--- config.mk ---
export PLATFORM = sky130hd
export DESIGN_NAME = shift_add_multiplier_flat
export DESIGN_NICKNAME = d
export VERILOG_FILES = /design/src/rtl/shift_add_multiplier_if.sv /design/src/rtl/shift_add_multiplier.sv /design/src/flat_wrapper.sv
export SDC_FILE = /design/constraint.sdc
export NUM_CORES = 1
export LEC_CHECK = 0
export CORE_ASPECT_RATIO = 1.1
export CORE_MARGIN = 3
export CORE_UTILIZATION = 45
export CTS_CLUSTER_DIAMETER = 40
export DETAILED_ROUTE_END_ITERATION = 10
export DONT_BUFFER_PORTS = 1
export RECOVER_POWER = 100
export SETUP_SLACK_MARGIN = 0.15
export SLEW_MARGIN = 10
export SYNTH_ARGS = -nofsm -noshare
export SYNTH_HDL_FRONTEND = slang
export SYNTH_HIERARCHICAL = 1
export SYNTH_SLANG_ARGS = --single-unit
--- constraint.sdc ---
create_clock -name clk -period 16.8 [get_ports clk]
set_input_delay 1.68 -clock clk [delete_from_list [all_inputs] [get_ports clk]]
set_output_delay 1.68 -clock clk [all_outputs]
set_load 0.02 [all_outputs]
--- src/rtl/shift_add_multiplier_if.sv ---
// Handshake bundle between the operand source, the multiplier and the product consumer.
// The multiplier uses the slave view; the source/consumer side uses the master view.
interface shift_add_multiplier_if;
    logic        in_valid;
    logic        in_ready;
    logic [31:0] multiplicand;
    logic [31:0] multiplier;
    logic        out_valid;
    logic        out_ready;
    logic [63:0] product;

    modport slave (
        input  in_valid, multiplicand, multiplier, out_ready,
        output in_ready, out_valid, product
    );

    modport master (
        output in_valid, multiplicand, multiplier, out_ready,
        input  in_ready, out_valid, product
    );
endinterface

--- src/rtl/shift_add_multiplier.sv ---
// Radix-2 shift-and-add 32x32->64 unsigned multiplier, one multiplier bit per clock,
// using a single 32-bit ripple-carry adder whose 33-bit sum feeds the accumulator.

module rippleadder (
    input  logic [31:0] i_a,
    input  logic [31:0] i_b,
    output logic [32:0] o_sum
);
    logic [32:0] w_carry;

    assign w_carry[0] = 1'b0;

    generate
        for (genvar gi = 0; gi < 32; gi++) begin : g_fa
            assign o_sum[gi]       = i_a[gi] ^ i_b[gi] ^ w_carry[gi];
            assign w_carry[gi + 1] = (i_a[gi] & i_b[gi]) | (w_carry[gi] & (i_a[gi] ^ i_b[gi]));
        end
    endgenerate

    assign o_sum[32] = w_carry[32];
endmodule

module shift_add_multiplier (
    input  logic                        clk,
    input  logic                        rst_n,
    shift_add_multiplier_if.slave       bus
);
    typedef enum logic [1:0] {
        S_IDLE = 2'd0,
        S_RUN  = 2'd1,
        S_DONE = 2'd2
    } state_t;

    state_t      r_state;
    state_t      w_state_next;
    logic [31:0] r_mcand;
    logic [31:0] r_acc_hi;
    logic [31:0] r_mlr;
    logic [4:0]  r_cnt;

    logic [31:0] w_addend;
    logic [32:0] w_sum;
    logic        w_in_ready;
    logic        w_out_valid;
    logic        w_accept;

    assign w_addend = r_mlr[0] ? r_mcand : 32'h0;

    rippleadder u_adder (
        .i_a   (r_acc_hi),
        .i_b   (w_addend),
        .o_sum (w_sum)
    );

    assign w_accept = w_in_ready & bus.in_valid;

    always_ff @(posedge clk or negedge rst_n) begin
        if (!rst_n) begin
            r_state <= S_IDLE;
        end else begin
            r_state <= w_state_next;
        end
    end

    always_comb begin
        w_state_next = r_state;
        w_in_ready   = 1'b0;
        w_out_valid  = 1'b0;
        case (r_state)
            S_IDLE: begin
                w_in_ready = 1'b1;
                if (bus.in_valid) begin
                    w_state_next = S_RUN;
                end
            end
            S_RUN: begin
                if (r_cnt == 5'd31) begin
                    w_state_next = S_DONE;
                end
            end
            S_DONE: begin
                w_out_valid = 1'b1;
                if (bus.out_ready) begin
                    w_state_next = S_IDLE;
                end
            end
            default: begin
                w_state_next = S_IDLE;
            end
        endcase
    end

    // The low product half shifts into r_mlr as the multiplier bits are consumed.
    always_ff @(posedge clk or negedge rst_n) begin
        if (!rst_n) begin
            r_mcand  <= 32'h0;
            r_acc_hi <= 32'h0;
            r_mlr    <= 32'h0;
            r_cnt    <= 5'd0;
        end else if (w_accept) begin
            r_mcand  <= bus.multiplicand;
            r_mlr    <= bus.multiplier;
            r_acc_hi <= 32'h0;
            r_cnt    <= 5'd0;
        end else if (r_state == S_RUN) begin
            r_acc_hi <= w_sum[32:1];
            r_mlr    <= {w_sum[0], r_mlr[31:1]};
            r_cnt    <= r_cnt + 5'd1;
        end
    end

    assign bus.in_ready  = w_in_ready;
    assign bus.out_valid = w_out_valid;
    assign bus.product   = w_out_valid ? {r_acc_hi, r_mlr} : 64'h0;
endmodule

--- src/flat_wrapper.sv ---
// flat-port wrapper written by rule: the top's interface ports become plain ports
module shift_add_multiplier_flat 
  (clk, rst_n, bus_in_valid, bus_multiplicand, bus_multiplier, bus_out_ready, bus_in_ready, bus_out_valid, bus_product);
  shift_add_multiplier_if bus_i ();
  input  logic clk;
  input  logic rst_n;
  input wire logic [$bits(bus_i.in_valid)-1:0] bus_in_valid;
  input wire logic [$bits(bus_i.multiplicand)-1:0] bus_multiplicand;
  input wire logic [$bits(bus_i.multiplier)-1:0] bus_multiplier;
  input wire logic [$bits(bus_i.out_ready)-1:0] bus_out_ready;
  output wire logic [$bits(bus_i.in_ready)-1:0] bus_in_ready;
  output wire logic [$bits(bus_i.out_valid)-1:0] bus_out_valid;
  output wire logic [$bits(bus_i.product)-1:0] bus_product;
  assign bus_i.in_valid = bus_in_valid;
  assign bus_i.multiplicand = bus_multiplicand;
  assign bus_i.multiplier = bus_multiplier;
  assign bus_i.out_ready = bus_out_ready;
  assign bus_in_ready = bus_i.in_ready;
  assign bus_out_valid = bus_i.out_valid;
  assign bus_product = bus_i.product;
  shift_add_multiplier u_core (.clk(clk), .rst_n(rst_n), .bus(bus_i));
endmodule
; Word-level counts from Yosys, hierarchy flattened
; Index checks and enable logic that the tools add are counted.
[word_totals]
word_cells = 187
ff_bits = 103
in_bits = 68
[classes]
n_reduce_logical = 3
eq_ne = 6
n_addsub = 1
mux = 14
n_bitwise = 158
[ops]
columns = cell, count
row1 = two-way mux 32 bit, 5
row2 = AND 1 bit, 64
row3 = two-way mux 64 bit, 1
row4 = XOR 1 bit, 63
row5 = OR 1 bit, 31
row6 = two-way mux 5 bit, 2
row7 = two-way mux 2 bit, 3
row8 = one-hot mux 2 bit (3 select lines), 1
row9 = "adder 5 x 1 -> 5 bit, second input constant", 1
row10 = "== test 5 bit, second input constant", 1
row11 = "inequality test 2 bit, second input constant", 2
row12 = AND reduction 3 bit, 1
row13 = "== test 2 x 1 -> 1 bit, second input constant", 1
row14 = "== test 2 bit, second input constant", 1
row15 = zero test 2 bit, 1
row16 = two-way mux 1 bit, 2
row17 = "inequality test 2 x 1 -> 1 bit, second input constant", 1
row18 = nonzero test 2 bit, 1

; Depth between registers and ports, before layout
; Gate-level depths: netlist of run 1.
[depth]
ltp_word = 66
depth_mapped = 39
mapped_depth_nobuf = 39

; By module
; The synthesis of run 1 kept the hierarchy.
[modules_own_cells]
columns = mod, cells_each, instances, area_per_inst_um2, seq_area_each_um2
row1 = shift_add_multiplier, 554, 1, 4782.1, 2577.5
row2 = rippleadder, 42, 1, 670.6, 0.0

; Least setup slack after synthesis of run 1
; OpenSTA, ideal clock, no wires.
[synth_timing]
path_type = reg2reg
from = reg u_core.r_mlr[0]
to = reg u_core.r_acc_hi[30]
stages_incl_launch_ff = 40
setup_ns = 0.066
arrival_time_ns = 12.508
slack_ns = 4.226
synth_period_minus_slack_ns = 12.574
path_buffers = 0
path_cell_list = dfrtp_1 and2_1 ha_1 fa_1 fa_1 fa_1 fa_1 fa_1 fa_1 fa_1 fa_1 fa_1 fa_1 fa_1 fa_1 fa_1 fa_1 fa_1 (+4 left out) fa_1 fa_1 fa_1 fa_1 fa_1 fa_1 fa_1 fa_1 fa_1 fa_1 fa_1 fa_1 fa_1 inv_1 fa_1 inv_1 nand2_1 nand2_1
[synth_between]
elab_chain_cells = 65
word_cells_on_any_way = 126
[synth_lines]
columns = element, line_no
row1 = "start, declared", shift_add_multiplier.sv:38  ; logic [31:0] r_mlr;
row2 = "start signal, assigned", shift_add_multiplier.sv:102  ; r_mlr <= bus.multiplier;
row3 = "start signal, assigned", shift_add_multiplier.sv:107  ; r_mlr <= {w_sum[0], r_mlr[31:1]};
row4 = two-way mux 32 bit, shift_add_multiplier.sv:47  ; assign w_addend = r_mlr[0] ? r_mcand : 32'h0;
row5 = net u_core.w_addend[0], shift_add_multiplier.sv:41  ; logic [31:0] w_addend;
row6 = AND 1 bit (2 in a row), shift_add_multiplier.sv:16  ; assign w_carry[gi + 1] = (i_a[gi] & i_b[gi]) | (w_carry[gi] & (i_a[gi] ^ i_b[gi]));
row7 = OR 1 bit, shift_add_multiplier.sv:16
row8 = AND 1 bit, shift_add_multiplier.sv:16
row9 = OR 1 bit, shift_add_multiplier.sv:16
row10 = AND 1 bit, shift_add_multiplier.sv:16
row11 = OR 1 bit, shift_add_multiplier.sv:16
row12 = (+50 left out), n/a
row13 = AND 1 bit, shift_add_multiplier.sv:16
row14 = OR 1 bit, shift_add_multiplier.sv:16
row15 = AND 1 bit, shift_add_multiplier.sv:16
row16 = OR 1 bit, shift_add_multiplier.sv:16
row17 = XOR 1 bit, shift_add_multiplier.sv:15  ; assign o_sum[gi] = i_a[gi] ^ i_b[gi] ^ w_carry[gi];
row18 = net u_core.w_sum[31], shift_add_multiplier.sv:42  ; logic [32:0] w_sum;
row19 = two-way mux 32 bit, shift_add_multiplier.sv:105  ; end else if (r_state == S_RUN) begin
row20 = two-way mux 32 bit, shift_add_multiplier.sv:100  ; end else if (w_accept) begin
row21 = "end signal, assigned", shift_add_multiplier.sv:106  ; r_acc_hi <= w_sum[32:1];
row22 = "end, declared", shift_add_multiplier.sv:37  ; logic [31:0] r_acc_hi;
; The timed path passes the listed nets, and every way through them passes these cells. The select of a mux whose other input is x is not followed.
; A chain may end at the register's enable or synchronous reset.

; Worst setup path after layout of run 1
; Ends and elaborated chain as after synthesis.

==> results.txt, run 1 <==
The flow ran to the end, but the final reports show violations. The final reports fail on capacitance limit, slew limit. In the routed layout, each cell is associated on average with a via count of 5.23. The floorplan step set the die height to 121 um. The mean instance size in the synthesized netlist is 9.15 um^2.

The fraction of layout cells with a size suffix above 1 is 3.97%. The total congestion overflow after global routing is 0. The kind of end point of the critical path is a flop.

The region available for standard cell placement spans 11,600 um^2. The initial antenna violation count came out at 0. The endpoint identified for the worst register-to-register timing path is u_core/r_acc_hi[30].

The most frequent cell on the critical path is sky130_fd_sc_hd__fa_1. The start of the worst register-to-register path is u_core/r_mlr[0]. For this run, the number of Yosys warnings is 6. Headroom to the max-slew limit came out at -105%. The launch point of the critical path is u_core/r_mlr[0]. The final period utilization came out at 78.4%. The data arrival at the endpoint of the critical path is 13,450 ps. Of all flip-flops after synthesis, the portion carrying an async set or reset was 100%.

In this run the biggest area consumer among cell types represents 47.3% of the synthesized area. The routability-driven placement congestion ratio is 0.750. The post-route cell area came out at 5810 um^2. The leakage power came out at 0.00291 uW. Sorting the synthesized cells by how often they occur yields 230 x sky130_fd_sc_hd__nand2_1, 103 x sky130_fd_sc_hd__dfrtp_1, 96 x sky130_fd_sc_hd__and2_1. The worst-case register-to-register setup slack is 3630 ps.

The post-route minimum period is 13,170 ps. The number of max-cap violations is 3. TritonCTS built the clock tree.

The largest vdd supply drop came out at 66.4 uV. The deepest level of the CTS H-tree is 3. The clock insertion delay at the later pin of the skew report came out at 340 ps. The number of vias in the routed layout is 3,812. The clock tree skew after final layout came out at 3.11 ps. The startpoint kind of the worst setup timing path is a flop.

The wire length of the first global-routing pass is 19,900 um. The clock input transition at the sequential cells of the worst setup and hold paths is 70 ps. The largest individual stage delay along the critical path comes from the cell sky130_fd_sc_hd__fa_1. The net count of the mapped netlist is 698. The top-level port count came out at 134. The net count of the finished layout is 676. The die covers 13,500 um^2.

The maximum single-stage delay on the critical path is 410 ps. The number of global-route vias before repair came to 3,973. Of all cell types, the one taking the most synthesized area is sky130_fd_sc_hd__dfrtp_1. The number of gates given a new drive strength after cts is 0. The remaining antenna violation count came out at 0. The wire length reported by the detailed router is 11,900 um. In this run, distinct cell masters in the synthesized netlist total 26. The number of port buffers came out at 0. Entering global routing, the biggest net connects 104 pins. The number of pins exceeding their max-slew limit in the final report was 170. The post-CTS repair timing setup buffer count is 0.

At the pin with the least slew margin, the transition time is 3070 ps. The number of buffers inserted for hold repair after clock tree synthesis came out at 0. The number of synthesized flops with an enable pin came out at 0. The standard cell area after detailed placement is 5520 um^2. The horizontal extent of the die is 111 um.

The required time of the critical path came out at 17,080 ps. The TritonCTS sink count came out at 103. By area the synthesized netlist is led by sky130_fd_sc_hd__dfrtp_1 47%, sky130_fd_sc_hd__nand2_1 16%, sky130_fd_sc_hd__fa_1 11%, sky130_fd_sc_hd__and2_1 11%, sky130_fd_sc_hd__a22oi_1 4.4%. The overall fraction of global-route tracks in use is 18.5%. After detailed routing, the average wire length per cell comes to 16.4 um. The number of synthesized register bits is 103. After technology mapping, the gate count stands at 596. In this run the core area contains 41 standard-cell rows. The number of DRC violations after detailed-routing iteration 0 is 208. The most used flip-flop cell after synthesis is sky130_fd_sc_hd__dfrtp_1.

In the post-synthesis netlist, the cell with the most instances is sky130_fd_sc_hd__nand2_1. The worst setup path category is flop to flop. The total half-perimeter wirelength after legalization and detailed placement is 7770 um.

Based on the critical path, the design can be clocked at up to 0.0759 GHz. The number of hold violations in the final report came out at 0. The portion of the post-synthesis area used by sequential elements came out at 47.3%. The master cell of the clock root buffer is sky130_fd_sc_hd__clkbuf_16. The buffer levels on the longest clock path is 2. Setup repair after global routing left no endpoint under its margin. Once the floorplan was initialized, standard cells occupied 46.8% of the core. Relative to the synthesized area, the layout overhead comes to 6.63%. The cell area after synthesis came out at 5450 um^2.

The number of iterations in the first detailed-routing pass came out at 4. The cell count of the worst reg-to-reg path came out at 39. Counting the buffers created by CTS gives 9.

The final sum of negative setup slack is 0 ps. The post-detailed-route DRC marker count came out at 0. 0 antenna diodes ended up in the layout.

The endpoint of the most critical setup path is u_core/r_acc_hi[30]. The total power density per cell area is 182 nW/um^2. The type of the worst min-delay path is flop to flop.

Of all nets on the critical path, the largest fanout is 3. The count of endpoints failing setup in the final report is 0.
==> cell type report <==
cell class / count / area (um^2)
clock inverter: 7 / 96.3
inverter: 11 / 41.3
tap: 150 / 188
timing repair buffer: 7 / 41.3
clock buffer: 9 / 225
sequential: 103 / 2580
fill: 1059 / 5830
multi-input combinational: 442 / 2650
==> per-stage QoR <==
stage	total power [uW]	utilization, %	worst slack (ps)	hold slack, ps	cells
2_1_floorplan	739	-	4230	437	596
6_report	1060	49.9	3630	470	729
4_1_cts	1070	50.2	3700	474	729
5_1_grt	1160	49.9	3190	495	729
3_3_place_gp	819	47.4	3890	455	713
3_5_place_dp	838	47.4	3760	455	713
==> cells by family (layout without fill, tap and decap cells) <==
kind of cell,Yosys count,after routing,synth area share [%]
simple gates,368,368,30.9
flops,103,103,47.3
compound gates,39,39,5.25
fa+ha+maj,34,34,12.1
mux,1,1,0.184
buf+inv,51,34,4.31
==> layer usage <==
metal / wire, um / track usage (%)
met1: 5290 / 25.1
met2: 5430 / 27.5
met3: 884 / 4.84
met4: 338 / 9.16
met5: 0 / 0
==> placed cells by master (no fill, tap or decap), types with 4 or more instances in the layout <==
| cell | instances |
|---|---|
| sky130_fd_sc_hd__and2_1 | 32 |
| sky130_fd_sc_hd__fa_1 | 31 |
| sky130_fd_sc_hd__clkbuf_16 | 9 |
| sky130_fd_sc_hd__nand2_1 | 230 |
| sky130_fd_sc_hd__buf_4 | 4 |
| sky130_fd_sc_hd__nand3_1 | 34 |
| sky130_fd_sc_hd__dfrtp_1 | 103 |
| sky130_fd_sc_hd__and2_0 | 64 |
| sky130_fd_sc_hd__a22oi_1 | 32 |
| sky130_fd_sc_hd__inv_1 | 11 |
==> worst max-delay path, delay by kind of cell (launching register included) <==
| kind | cells | cell delay [ps] |
|---|---|---|
| simple gates | 3 | 300 |
| fa+ha+maj | 32 | 12120 |
| buf+inv | 4 | 270 |
| flops | 1 | 390 |
==> registers in the layout, summed over array words and instances, names as in the netlist <==
signal,flops
u_core/r_state,2
u_core/r_acc_hi,32
u_core/r_mcand,32
u_core/r_cnt,5
u_core/r_mlr,32
==> report_power, final <==
part	switching (uW)	internal (uW)	total, uW
clock	94.3	131	225
combinational	214	148	362
sequential	96.3	373	469
==> how the worst min path moves through the flow <==
stage                          to  cells after the start          startpoint
3_5_place_dp   u_core/r_mcand[13]                      2  u_core/r_mcand[13]
5_1_grt        u_core/r_mcand[24]                      2  u_core/r_mcand[24]
4_1_cts         u_core/r_mcand[0]                      2   u_core/r_mcand[0]
3_3_place_gp   u_core/r_mcand[31]                      2  u_core/r_mcand[31]
2_1_floorplan     u_core/r_cnt[3]                      1     u_core/r_cnt[3]
6_report       u_core/r_mcand[28]                      2  u_core/r_mcand[28]
Power figures use the tool's default switching activity.
==> run 2: changes to the inputs <==
Settings changed: ABC_AREA set to 1.
Clock period 16.8 ns to 11.6 ns, I/O delays scaled along.
==> results.txt, run 2 <==
Among all cell types in the netlist, the one instantiated most often is sky130_fd_sc_hd__nand2_1. The routability-driven placement congestion ratio is 0.789. The number of port buffers is 0. The share of synthesized registers carrying an async set or reset is 100%. The data arrival at the endpoint of the critical path is 12,040 ps. The number of clock buffers added by TritonCTS is 9. The worst path buffer plus inverter count came out at 5. The total core area is 12,100 um^2.

The fraction of power consumed by combinational cells came out at 38.5%. The largest individual stage delay along the critical path comes from the cell sky130_fd_sc_hd__fa_2. The total instance count after detailed placement came out at 822. The setup slack at placement is -301 ps. In the synthesized netlist, the number of instances is 697. The largest registers in the layout are u_core/r_acc_hi x32, u_core/r_mcand x32, u_core/r_mlr x32. After synthesis, the cell types taking the most area are sky130_fd_sc_hd__dfrtp_1 46%, sky130_fd_sc_hd__nand2_1 18%, sky130_fd_sc_hd__fa_1 11%, sky130_fd_sc_hd__inv_1 7.5%, sky130_fd_sc_hd__nor2_1 4.5%.

The clock input transition at the sequential cells of the worst setup and hold paths came out at 70 ps. The remaining antenna violation count came out at 0. The die footprint came out at 13,800 um^2. The maximum fanout along the worst path is 2. The leading area contributor after synthesis is sky130_fd_sc_hd__dfrtp_1. For this configuration, the core starts out at a cell density of 46.2%. The mean instance size in the synthesized netlist is 8.00 um^2. For the final database, setup skew stands at 6.16 ps.

The commonest cells after synthesis are 273 x sky130_fd_sc_hd__nand2_1, 111 x sky130_fd_sc_hd__inv_1, 103 x sky130_fd_sc_hd__dfrtp_1. After the last flow step, the layout net total stands at 782. The overall fraction of global-route tracks in use came out at 18.3%. After synthesis, the netlist uses 19 different library cells. The worst slack on hold paths is 480 ps. The number of synthesized register bits came out at 103. In this run the horizontal extent of the chip is 112 um. The average detailed-routed wire length per instance came out at 14.2 um. The number of vias in the routed layout is 4,065. The design internal power is 927 uW.

The first global-routing pass estimated 20,100 um of wire. The required time of the critical path came out at 11,870 ps. The share of the core filled with cells in the final layout came out at 49.1%. The total congestion overflow after global routing is 0. The number of hold violations in the final report came to 0. For this run, design rule violations remaining after detail routing come to 0.

The top-level port count came out at 134. The run finished, with violations left. The measured slew at the worst slew-check pin is 2170 ps. Grouping stages by cell kind, the critical path spends the most delay in adder cells. The power share of the clock group came out at 19.3%. The most frequent cell on the critical path is sky130_fd_sc_hd__fa_2. The cell area after synthesis is 5580 um^2. The number of standard cells in the final layout excluding fillers came out at 839. The switching fraction of total power is 40.4%.

Summed over all nets, the switching power comes to 629 uW. The largest vdd supply drop came out at 92.5 uV. The portion of total power attributed to sequential cells came out at 42.2%. The most used flip-flop cell after synthesis is sky130_fd_sc_hd__dfrtp_1. In this run the number of H-tree levels came out at 3. The number of synthesized flops with an enable pin came out at 0. The final sum of negative setup slack is -173 ps.

The initial antenna violation count came to 0. The count of yosys warnings during synthesis came out at 6. The area share of the largest cell type after synthesis is 46.2%.

The fraction of layout cells with a size suffix above 1 came out at 8.47%. The per-cell via count in the routed design is 4.85. The wire length reported by the detailed router came out at 11,900 um. The portion of the post-synthesis area used by sequential elements is 46.2%.

The top cell types in the final layout, fill and taps aside, are 273 x sky130_fd_sc_hd__nand2_1, 108 x sky130_fd_sc_hd__inv_1, 103 x sky130_fd_sc_hd__dfrtp_1, 68 x sky130_fd_sc_hd__nor2_1, 33 x sky130_fd_sc_hd__nand3_1. The number of antenna diodes is 0. TritonCTS built the clock tree.

The count of endpoints failing setup in the final report came out at 1. The maximum number of pins on one net before global-route repair is 104. The net count of the mapped netlist is 799. The count of standard-cell rows is 42. The worst setup path is launched from a flop. The number of iterations in the first detailed-routing pass is 4. The area added between synthesis and finish came out at 6.39%. The worst max-slew margin expressed relative to the limit is -44.5%.

Setup repair after global routing could not meet its margin everywhere. The number of DRC violations after detailed-routing iteration 0 came out at 206. The clock insertion delay at the later pin of the skew report is 340 ps.

The maximum single-stage delay on the critical path is 430 ps. The maximum achievable frequency is 0.0849 GHz. The final worst setup slack came out at -173 ps. The kind of end point of the critical path is a flop. Dividing total power by cell area gives a power density of 262 nW/um^2.

The leading cell type in the layout, fill and taps excluded is sky130_fd_sc_hd__nand2_1. The TritonCTS sink count came out at 103. The buffer levels on the longest clock path came out at 2.

The root buffer cell chosen for the clock tree is sky130_fd_sc_hd__clkbuf_16. The worst hold path belongs to the class flop to flop. The number of global-route vias before repair is 4,109. The post-route minimum period came out at 11,770 ps.

In this run the static leakage power is 0.00319 uW. After legalization and detailed placement, the total HPWL measured 8050 um. Measured along the y axis, the die boundary spans 123 um. The number of pins exceeding their max-slew limit in the final report is 51. The critical path is of the flop to flop type. The final period utilization is 101%. The number of max-cap violations came out at 1. The final reports fail on capacitance limit, slew limit, setup timing.
==> run 2: cell count changes in the layout (fill, tap and decap cells not counted), sizes merged, moves of 2 or more <==
cell / previous run / this run
nand2: 230 / 274
and2: 96 / 0
nor2b: 2 / 0
nor2: 1 / 69
inv: 12 / 114
o21ai: 3 / 36
a22oi: 32 / 0
==> run 2: final timing paths <==
| path | startpoint | to | slack [ps] | cells after the start |
|---|---|---|---|---|
| min in group asynchronous | rst_n | u_core/r_mcand[5] | 510 | 0 |
| hold reg to reg | u_core/r_mcand[22] | u_core/r_mcand[22] | 480 | 2 |
| hold / removal | u_core/r_mcand[22] | u_core/r_mcand[22] | 480 | 2 |
| setup reg to reg | u_core/r_mcand[0] | u_core/r_acc_hi[30] | -170 | 40 |
| setup / recovery | u_core/r_mcand[0] | u_core/r_acc_hi[30] | -170 | 40 |
| max in group asynchronous | rst_n | u_core/r_mcand[23] | 10940 | 0 |
==> run 2: layout make-up <==
class                           count  area [um^2]
Tap cell                          154          193
Multi-Input combinational cell    447         2400
Inverter                          114          438
Clock inverter                      5         58.8
Fill cell                        1243         6150
Clock buffer                       11          233
Timing Repair Buffer                5         33.8
Sequential cell                   103         2580
==> run 2: power by group through the flow <==
stage	clock network [uW]	logic, uW	registers (uW)
after floorplan	0	510	633
after CTS	309	614	659
after global placement	0	583	657
after detailed placement	0	607	662
after global routing	327	716	682
final	300	599	657
==> run 2: worst register-to-register path: cells and delay by family, from the launching register on <==
family / cells / cell delay (ps)
fa+ha+maj: 32 / 10860
flops: 1 / 380
compound gates: 1 / 90
buf+inv: 5 / 260
simple gates: 2 / 110
==> run 2: metal layers <==
metal / global-route usage, % / part of all wire [%] / vias up
li1: - / - / 2002
met1: 24.8 / 45 / 1950
met2: 29.6 / 48 / 101
met3: 3.75 / 5.9 / 12
met4: 6.31 / 1.2 / 0
met5: 0 / 0 / -
==> run 2: logic make-up after synthesis <==
group | Yosys count | synth area share [%]
AOI/OAI and AO/OA | 37 | 3.57
buffers and inverters | 147 | 12.1
DFF | 103 | 46.2
adders and majority gates | 34 | 11.8
and+or+nand+nor | 376 | 26.4
==> run 2: timing repair <==
item,in CTS,in global routing
hold buffers,0,0
pin swaps,1,0
gates resized for setup,8,1
setup endpoints to repair,3,3
setup buffers,1,0
==> run 2: per-stage QoR <==
step | total power (uW) | instance area, um^2
final | 1560 | 5940
after global routing | 1730 | 5940
after CTS | 1580 | 5940
after detailed placement | 1270 | 5640
after global placement | 1240 | 5640
after floorplan | 1140 | 5670
==> run 3: changes to the inputs <==
Settings changed: BUFFER_PORTS_ARGS set to -buffer_cell sky130_fd_sc_hd__clkbuf_2, DONT_BUFFER_PORTS 1 to not set, HOLD_SLACK_MARGIN set to 0.03, PLACE_DENSITY set to 0.72.
==> results.txt, run 3 (synthesis results as in run 2) <==
The clock passes through at most 2 buffers. The length of routed wiring on met1 is 5500 um. By startpoint and endpoint, the worst setup path is classified as flop to flop. The number of filler instances in the final layout is 1,256.

For this design the total switching power over the nets is 630 uW. The post-detailed-route DRC marker count is 0. Port buffering added 133 buffers. Dividing the detail-routed wire length by the instance count gives 12.7 um. The worst setup path is launched from a flop. The number of max-cap violations came out at 4. The design internal power came out at 931 uW. Clock tree synthesis selected as its root buffer the cell sky130_fd_sc_hd__clkbuf_16. The wire length of the first global-routing pass came out at 20,900 um.

The initial antenna violation count came out at 0. Signal routing reaches up to met4. The final-stage net count came out at 916. The number of antenna diodes is 0.

The measured slew at the worst slew-check pin is 2970 ps. The maximum achievable frequency is 0.0847 GHz. The maximum fanout along the worst path is 2. The fraction of layout cells with a size suffix above 1 came out at 15.8%. The slowest library cell on the worst path is sky130_fd_sc_hd__fa_1. The clock insertion delay at the later pin of the skew report came out at 340 ps. Power spread over the standard cell area amounts to 240 nW/um^2. In this run the worst hold path is classified as flop to flop.

The clock input transition at the sequential cells of the worst setup and hold paths came out at 70 ps. The sequential cells in the finished layout cover a total of 2580 um^2. The leading cell type in the layout, fill and taps excluded is sky130_fd_sc_hd__nand2_1.

The TritonCTS sink count came out at 103. The clock tree from TritonCTS is built. The maximum number of pins on one net before global-route repair came out at 65.

The maximum single-stage delay on the critical path is 400 ps. The area added between synthesis and finish came out at 16.7%. The total core area came out at 12,100 um^2.

The top cell types in the final layout, fill and taps aside, are 272 x sky130_fd_sc_hd__nand2_1, 108 x sky130_fd_sc_hd__inv_1, 103 x sky130_fd_sc_hd__dfrtp_1, 69 x sky130_fd_sc_hd__clkbuf_2, 68 x sky130_fd_sc_hd__nor2_1. The hold-critical path depth is 2. The final sum of negative setup slack is -207 ps. The number of pins exceeding their max-slew limit in the final report is 217. The remaining antenna violation count came out at 0.

The flow ran to the end, but the final reports show violations. Setup repair after global routing could not meet its margin everywhere. The most frequent cell on the critical path is sky130_fd_sc_hd__fa_2. The count of standard-cell rows is 42. The fraction of power consumed by combinational cells is 39.8%. Detailed routing placed a total of 6100 um of wire on met2. The largest vdd supply drop is 101 uV. Cells fill 53.9% of the core in the end.

The routed design uses 614 um of met3 wire. The checks that failed: capacitance limit, slew limit, setup timing. The final period utilization is 102%. For this run the aggregate overflow at the end of global routing stands at 0. Setup violations remaining at the end of the flow were counted as 1.

TritonCTS created 9 clock buffers. Net switching is 40.4% of the power. The final worst setup slack is -207 ps. The deepest level of the CTS H-tree is 3. Summed over all layers, the routed wires come to 12,400 um.

The floorplan step set the die height to 123 um. The per-cell via count in the routed design is 4.65. The horizontal extent of the die is 112 um. The number of hold buffers added after CTS was 0. The worst max-slew margin expressed relative to the limit is -98.2%. The number of DRC violations after detailed-routing iteration 0 came out at 303.

The top-level port count came out at 134. The first TritonRoute pass finished after 4 iterations. The cell count of the worst reg-to-reg path is 40. The required time of the critical path came out at 11,860 ps. The die covers 13,800 um^2.

In this run, the clock network consumes 18.1% of the power. STA classifies the critical path endpoint as a flop. The number of vias in the routed layout is 4,526. The initial standard-cell utilization of the core is 46.2%. The leakage power came out at 0.00355 uW. In the global route stage, overall resource usage came out at 18.8%. The post-route minimum period is 11,810 ps. The routability-driven placement congestion ratio is 0.809. The number of hold violations in the final report came out at 0. The number of global-route vias before repair came out at 4,421. The wire-length estimate of the detail-placed layout is 8450 um. Data on the critical path arrives at its endpoint at 12,060 ps. The clock tree skew after final layout came out at 9.57 ps. The portion of total power attributed to sequential cells came out at 42.1%. Summing all multi-input logic gate instances after layout gives 2400 um^2. The largest registers in the layout are u_core/r_acc_hi x32, u_core/r_mcand x32, u_core/r_mlr x32.
==> run 3: per-layer routing <==
metal  up-vias  GRT usage, %
li1       2270             -
met1      2150          24.9
met2        95          32.4
met3        11          2.42
met4         0          6.01
met5         -             0
==> run 3: per-stage QoR <==
step | cells | hold slack (ps) | power, uW | worst slack [ps] | cell area (um^2)
finish | 973 | 480 | 1560 | -207 | 6510
global route | 973 | 501 | 1720 | -476 | 6510
CTS | 973 | 484 | 1580 | -214 | 6610
detailed placement | 957 | 466 | 1290 | -276 | 6320
global placement | 957 | 462 | 1260 | -85.0 | 6320
floorplan | 697 | 448 | 1140 | -2.34 | 5670
==> run 3: layout make-up <==
| cell class | count | area share (%) |
|---|---|---|
| well taps | 154 | 2.96 |
| flip-flops and latches | 103 | 39.6 |
| clock buffers | 12 | 3.94 |
| inverters | 114 | 6.67 |
| clock inverters | 4 | 0.308 |
| multi-input cells | 447 | 36.9 |
| repair buffers | 139 | 9.57 |
==> run 3: what timing repair did <==
item / in CTS / in global routing
cloned: 0 / 0
pin swaps: 2 / 0
buffers inserted: 0 / 0
endpoints found under the setup margin: 3 / 3
gates resized for setup: 8 / 0
==> run 3: final timing paths <==
kind | from | endpoint | slack [ps]
worst max-delay path | u_core/r_mcand[0] | u_core/r_acc_hi[30] | -210
worst min-delay path | u_core/r_mcand[24] | u_core/r_mcand[24] | 480
worst max register to register | u_core/r_mcand[0] | u_core/r_acc_hi[30] | -210
worst min register to register | u_core/r_mcand[24] | u_core/r_mcand[24] | 480
max in group asynchronous | rst_n | u_core/r_acc_hi[13] | 6230
min in group asynchronous | rst_n | u_core/r_mlr[17] | 1580
==> run 3: critical path, delay by kind of cell (launching register included) <==
| family | cells | cell delay (ps) |
|---|---|---|
| AOI/OAI and AO/OA | 1 | 110 |
| adders and majority gates | 32 | 10860 |
| buffers and inverters | 5 | 270 |
| DFF | 1 | 380 |
| and+or+nand+nor | 2 | 120 |
==> run 3: power by group through the flow <==
| stage | logic, uW | registers, uW | clock network (uW) |
|---|---|---|---|
| 2_1_floorplan | 510 | 633 | 0 |
| 3_3_place_gp | 599 | 657 | 0 |
| 3_5_place_dp | 624 | 661 | 0 |
| 4_1_cts | 631 | 658 | 290 |
| 5_1_grt | 737 | 682 | 304 |
| 6_report | 621 | 657 | 282 |
